**src/rtl/block_stream_sequencer.sv**
```systemverilog
// block_stream_sequencer: streams SRAM blocks through a pipelined cipher
// and writes results back, bounding the number of blocks in flight.
module block_stream_sequencer #(
  parameter int ADDRSIZE     = 14,
  parameter int SRAMWIDTH    = 64,
  parameter int RD_LAT       = 2,
  parameter int MAX_INFLIGHT = 4
) (
  input  logic                 clk,
  input  logic                 reset,
  input  logic                 start,
  input  logic                 abort,
  input  logic [ADDRSIZE-1:0]  in_base,
  input  logic [ADDRSIZE-1:0]  out_base,
  input  logic [ADDRSIZE-1:0]  num_blocks,
  output logic [ADDRSIZE-1:0]  in_addr,
  output logic                 in_rden,
  input  logic [SRAMWIDTH-1:0] in_q,
  output logic [SRAMWIDTH-1:0] cipher_data,
  output logic                 cipher_valid_in,
  input  logic [SRAMWIDTH-1:0] cipher_data_out,
  input  logic                 cipher_valid_out,
  output logic [ADDRSIZE-1:0]  out_addr,
  output logic [SRAMWIDTH-1:0] out_data,
  output logic                 out_wren,
  output logic                 busy,
  output logic                 done,
  output logic                 err,
  output logic [3:0]           inflight,
  output logic [ADDRSIZE-1:0]  blocks_written
);

  typedef enum logic [1:0] {
    S_IDLE, S_ISSUE, S_DRAIN, S_FLUSH
  } state_t;

  localparam logic [3:0] LP_MAX = 4'(MAX_INFLIGHT);
  localparam logic [ADDRSIZE-1:0] LP_ONE = ADDRSIZE'(1);

  state_t r_state, w_next;

  logic [ADDRSIZE-1:0]  r_rd_ptr, r_wr_ptr;
  logic [ADDRSIZE-1:0]  r_issued, r_num, r_bw;
  logic [3:0]           r_inflight;
  logic [RD_LAT-1:0]    r_pipe;
  logic                 r_cv;
  logic [SRAMWIDTH-1:0] r_cd;
  logic                 r_wren;
  logic [SRAMWIDTH-1:0] r_wdata;
  logic                 r_done, r_err;

  logic w_active, w_start, w_abort;
  logic w_rden, w_accept, w_spurious, w_last;

  assign w_active   = (r_state == S_ISSUE) ||
                      (r_state == S_DRAIN);
  assign w_start    = start && (r_state == S_IDLE);
  assign w_abort    = abort && w_active;
  assign w_rden     = (r_state == S_ISSUE) &&
                      (r_inflight < LP_MAX) &&
                      (r_issued < r_num);
  assign w_accept   = cipher_valid_out &&
                      (r_inflight != 4'd0);
  assign w_spurious = cipher_valid_out &&
                      (r_inflight == 4'd0);
  assign w_last     = r_wren &&
                      (r_bw == r_num - LP_ONE);

  // State register
  always_ff @(posedge clk or posedge reset) begin
    if (reset) r_state <= S_IDLE;
    else       r_state <= w_next;
  end

  // Next state; abort outranks start and completion
  always_comb begin
    w_next = r_state;
    unique case (r_state)
      S_IDLE:
        if (start && num_blocks != '0)
          w_next = S_ISSUE;
      S_ISSUE:
        if (abort)                 w_next = S_FLUSH;
        else if (r_issued == r_num) w_next = S_DRAIN;
      S_DRAIN:
        if (abort)       w_next = S_FLUSH;
        else if (w_last) w_next = S_IDLE;
      S_FLUSH:
        if (r_inflight == 4'd0) w_next = S_IDLE;
      default: w_next = S_IDLE;
    endcase
  end

  // Job bookkeeping: pointers, counters, done and err
  always_ff @(posedge clk or posedge reset) begin
    if (reset) begin
      r_rd_ptr   <= '0;
      r_wr_ptr   <= '0;
      r_issued   <= '0;
      r_num      <= '0;
      r_bw       <= '0;
      r_inflight <= '0;
      r_done     <= 1'b0;
      r_err      <= 1'b0;
    end else begin
      r_done <= (r_state == S_DRAIN) &&
                (w_next == S_IDLE);
      if (w_rden) begin
        r_rd_ptr <= r_rd_ptr + LP_ONE;
        r_issued <= r_issued + LP_ONE;
      end
      if (r_wren) begin
        r_wr_ptr <= r_wr_ptr + LP_ONE;
        r_bw     <= r_bw + LP_ONE;
      end
      if (w_rden && !w_accept)
        r_inflight <= r_inflight + 4'd1;
      else if (!w_rden && w_accept)
        r_inflight <= r_inflight - 4'd1;
      if (w_start) begin
        r_err <= 1'b0;
        if (num_blocks == '0) begin
          r_done <= 1'b1;
        end else begin
          r_rd_ptr <= in_base;
          r_wr_ptr <= out_base;
          r_num    <= num_blocks;
          r_issued <= '0;
          r_bw     <= '0;
        end
      end
      if (w_spurious) r_err <= 1'b1;
    end
  end

  // SRAM read-latency pipeline feeding the cipher
  always_ff @(posedge clk or posedge reset) begin
    if (reset) begin
      r_pipe <= '0;
      r_cv   <= 1'b0;
      r_cd   <= '0;
    end else begin
      if (w_abort || r_state == S_FLUSH) begin
        r_pipe <= '0;
        r_cv   <= 1'b0;
      end else begin
        r_pipe[0] <= w_rden;
        for (int i = 1; i < RD_LAT; i++)
          r_pipe[i] <= r_pipe[i-1];
        r_cv <= r_pipe[RD_LAT-1];
      end
      if (r_pipe[RD_LAT-1]) r_cd <= in_q;
    end
  end

  // Output write port; flushed results are dropped
  always_ff @(posedge clk or posedge reset) begin
    if (reset) begin
      r_wren  <= 1'b0;
      r_wdata <= '0;
    end else begin
      r_wren <= w_accept && w_active;
      if (w_accept && w_active)
        r_wdata <= cipher_data_out;
    end
  end

  assign busy            = (r_state != S_IDLE);
  assign in_addr         = r_rd_ptr;
  assign in_rden         = w_rden;
  assign cipher_data     = r_cd;
  assign cipher_valid_in = r_cv;
  assign out_addr        = r_wr_ptr;
  assign out_data        = r_wdata;
  assign out_wren        = r_wren;
  assign done            = r_done;
  assign err             = r_err;
  assign inflight        = r_inflight;
  assign blocks_written  = r_bw;

endmodule

```
**config.mk**
```make
export PLATFORM = sky130hd
export DESIGN_NAME = block_stream_sequencer
export DESIGN_NICKNAME = d
export VERILOG_FILES = /design/src/rtl/block_stream_sequencer.sv
export SDC_FILE = /design/constraint.sdc
export NUM_CORES = 1
export LEC_CHECK = 0
export ABC_AREA = 1
export CORE_UTILIZATION = 25
export CTS_BUF_LIST = sky130_fd_sc_hd__clkbuf_4
export CTS_CLUSTER_DIAMETER = 100
export DETAILED_ROUTE_END_ITERATION = 8
export GPL_ROUTABILITY_DRIVEN = 1
export SLEW_MARGIN = 10
export SYNTH_ARGS = -nofsm -noshare
export SYNTH_HDL_FRONTEND = slang
export SYNTH_SLANG_ARGS = --single-unit
```
**constraint.sdc**
```tcl
create_clock -name clk -period 7 [get_ports clk]
set_input_delay 1.4 -clock clk [delete_from_list [all_inputs] [get_ports clk]]
set_output_delay 1.4 -clock clk [all_outputs]
set_load 0.03 [all_outputs]
```
==> metrics.txt <==
All-Layer GR Usage=15.69%; HP Class=reg2reg; DRC=0; Synth warnings=0; flop and latch count out of synthesis=210; Cell Int Power=0.003911 W; setup TNS=0 ns; fin cells=2201; clock sinks=210; CTS tree=done; Leak=7.051 nW; arrival time worst endpoint=3.54 ns; Reg2Reg Setup Slack=3.51 ns; IO buf count=354; top-area cell type share of the netlist area=52.08%; Syn Std Cell Area=10090 um^2; worst r2r dst=inflight[3]$_DFFE_PP0P_; Stages on worst setup path=10; peak supply drop=0.1951 mV; Seq pwr share=30.5%; htree depth=3; clk slew on worst S/H paths=0.06 ns; share of cells above drive strength 1=7.830%; total of max-cap violations=0; Die ar.=41170 um^2; mean area per synthesized cell=8.105 um^2; Critical Path RT=5.60 ns; worst reg-to-reg path cell count=18; Syn Inst Count=1245; Iteration-0 DRC Markers=515; initial core utilization=25.40%; first-pass GRT wire length=51.09 mm; drt total wl=32.19 mm; Die Span Y=202.9 um; setup skew after layout=0.02355 ns; Max Root-Sink Buffers=3; Synth-to-Final Area Change=48.26%; Metal-1 WL=13.60 mm; Worst-Skew Late Latency=0.70 ns; Setup WS post-layout=2.060 ns; initial antenna violation count=3; hold_buf cts=0; final setup fails=0; Max Used Layer=met4; Post-Place Setup Slack=2.800 ns; pwr/cell area=486.0 nW/um^2; crit-path cells=inv_1 > ha_1 > a21oi_1 > o21ai_0 > nand2_1 > o2111ai_1 > clkinv_1 > nand2_4 > inv_2 > clkdlybuf4s50_1; R2R Path Start=r_num[7]$_DFFE_PP0P_; Slew Limit Fails=0; Seq/Total Area, Yosys=52.08%; final worst-path cycle share=70.57%; # Post-CTS Setup Buffers=0; clk root buf=clkbuf_4; outcome=finished, final reports clean; slew margin rel.=23.85%; Die Width=202.9 um; DR vias=9502; number of global-route vias before repair=9627; I/O pin cnt=355; Buf+Inv Stages, Crit Path=4; slowest stage delay, CP=0.80 ns; Routed Antenna Nets=0; largest net degree at the start of global routing=109; RSZ-0062 raised after global routing=no; Sw Ratio=46.21%; placed insts=2087; Std-Cell Rows=73; combinational group share of total power=52.9%; Final GP Congestion=0.8723; # resized after CTS=0; crit path launch=r_num[7]$_DFFE_PP0P_; Worst Hold Slack=0.4689 ns; top post-synthesis cells by area=dfrtp_1, nand2_1, inv_1; largest area contributor in the netlist=dfrtp_1; Worst path top cell family by delay=buffers and inverters; crit path launch type=flop; clock share of power=16.6%; Distinct cells, synth=46; Core Area=39730 um^2; Worst Tran Pin Value=1.142 ns; Overflow after GRT=0; Crit. End Element=primary output; DRT Pass-1 Iters=5; number of buffers created by CTS=66; final-stage net count=1833; met3 WL=2.204 mm; average wire per standard cell=14.63 um; DR WL met2=15.32 mm; crit-path max FO=39; crit path time final=4.940 ns; critical path class=reg2out; final hold violation count=0; sw power=0.003360 W; via density per instance=4.317; Max Fclk=202.4 MHz; hpwl dp=22.95 mm; slowest CP cell=clkdlybuf4s50_1; Worst setup endpoint=in_rden; Synth Net Count=1448
==> layout by cell type, fill, tap and decap left out, types with 4 or more instances in the layout <==
cell	instances
nand4_1	8
a221oi_1	4
xnor2_1	10
buf_4	5
nor4_1	7
clkdlybuf4s50_1	354
nor2_1	79
nand3_1	38
nor2_4	4
inv_1	92
xor2_1	35
clkbuf_4	93
inv_2	6
clkinv_1	14
a31oi_1	4
o211ai_1	6
ha_1	27
dfrtp_1	209
o21ai_0	56
nor3_2	4
a21oi_1	25
clkinv_2	4
nand2_1	545
nor3_1	11
==> flip-flops by register name, summed over array words and instances, names as in the netlist <==
signal,count
cipher_data,64
out_data,64
blocks_written,14
in_addr,14
out_addr,14
r_issued,14
r_num,14
inflight,4
r_pipe,2
r_state,2
cipher_valid_in,1
done,1
err,1
out_wren,1
==> synthesized netlist by cell type, drive strengths merged <==
master and n:
a211oi 2, a21o 1, a21oi 25, a221oi 5, a22o 2, a31o 1
a31oi 4, and2 1, buf 28, clkbuf 15, clkinv 1, dfrtp 210
fa 1, ha 27, inv 99, mux2 1, nand2 548, nand3 38
nand3b 2, nand4 9, nor2 86, nor3 15, nor3b 2, nor4 8
o2111ai 1, o211ai 6, o21ai 57, o21bai 1, o31ai 3, or2 1
xnor2 10, xor2 35
==> metrics by stage <==
stage               cell area (um^2)  total power [W]  utilization (%)
finish                         14960         0.007271            37.65
CTS                            14950         0.007386            37.64
floorplan                      10090         0.004546                -
detailed placement             14160         0.006113            35.63
global placement               14160         0.006051            35.63
global route                   14960         0.007846            37.65
==> area by class of cell <==
cell class / count / area [um^2]
Fill cell: 4144 / 24770
Sequential cell: 210 / 5256
Multi-Input combinational cell: 892 / 4263
Timing Repair Buffer: 360 / 3601
Clock buffer: 93 / 698.2
Tap cell: 525 / 656.9
Inverter: 100 / 379.1
Clock inverter: 18 / 98.84
Antenna cell: 3 / 7.507
==> layer usage <==
metal,track usage (%),vias up
met5,0,-
met4,7.223,0
met3,5.008,74
met2,25.46,295
met1,18.86,4429
li1,-,4704
==> kinds of logic after synthesis <==
family                     Yosys count  share of synthesized area [%]
xor gates and xnor gates            45                          3.906
and+or+nand+nor                    710                          28.43
muxes                                1                         0.1116
buffers and inverters              143                          5.803
AOI/OAI and AO/OA                  108                          6.125
adders and majority gates           28                          3.546
DFF                                210                          52.08
==> how the worst min path moves through the flow <==
stage,from,endpoint,slack [ns],cells past startpoint
after CTS,cipher_data[60]$_DFFE_PP0P_,cipher_data[60]$_DFFE_PP0P_,0.47,2
after detailed placement,cipher_data[60]$_DFFE_PP0P_,cipher_data[60]$_DFFE_PP0P_,0.46,2
after global placement,cipher_data[55]$_DFFE_PP0P_,cipher_data[55]$_DFFE_PP0P_,0.45,2
after floorplan,r_pipe[0]$_DFF_PP0_,r_pipe[1]$_DFF_PP0_,0.45,2
final,cipher_data[63]$_DFFE_PP0P_,cipher_data[63]$_DFFE_PP0P_,0.47,2
after global routing,out_data[16]$_DFFE_PP0P_,out_data[16]$_DFFE_PP0P_,0.48,2
==> worst min-delay path: cells and delay by family (launching register included) <==
family	cells	cell delay, ns
and+or+nand+nor	2	0.10
DFF	1	0.34
==> power groups by stage <==
stage / combinational [W] / clock [W] / sequential [W]
2_1_floorplan: 0.00144 / 0 / 0.00310
3_3_place_gp: 0.00384 / 0 / 0.00221
3_5_place_dp: 0.00388 / 0 / 0.00223
4_1_cts: 0.00390 / 0.00127 / 0.00222
5_1_grt: 0.00421 / 0.00133 / 0.00230
6_report: 0.00384 / 0.00121 / 0.00222
(Power assumes the default switching activity.)
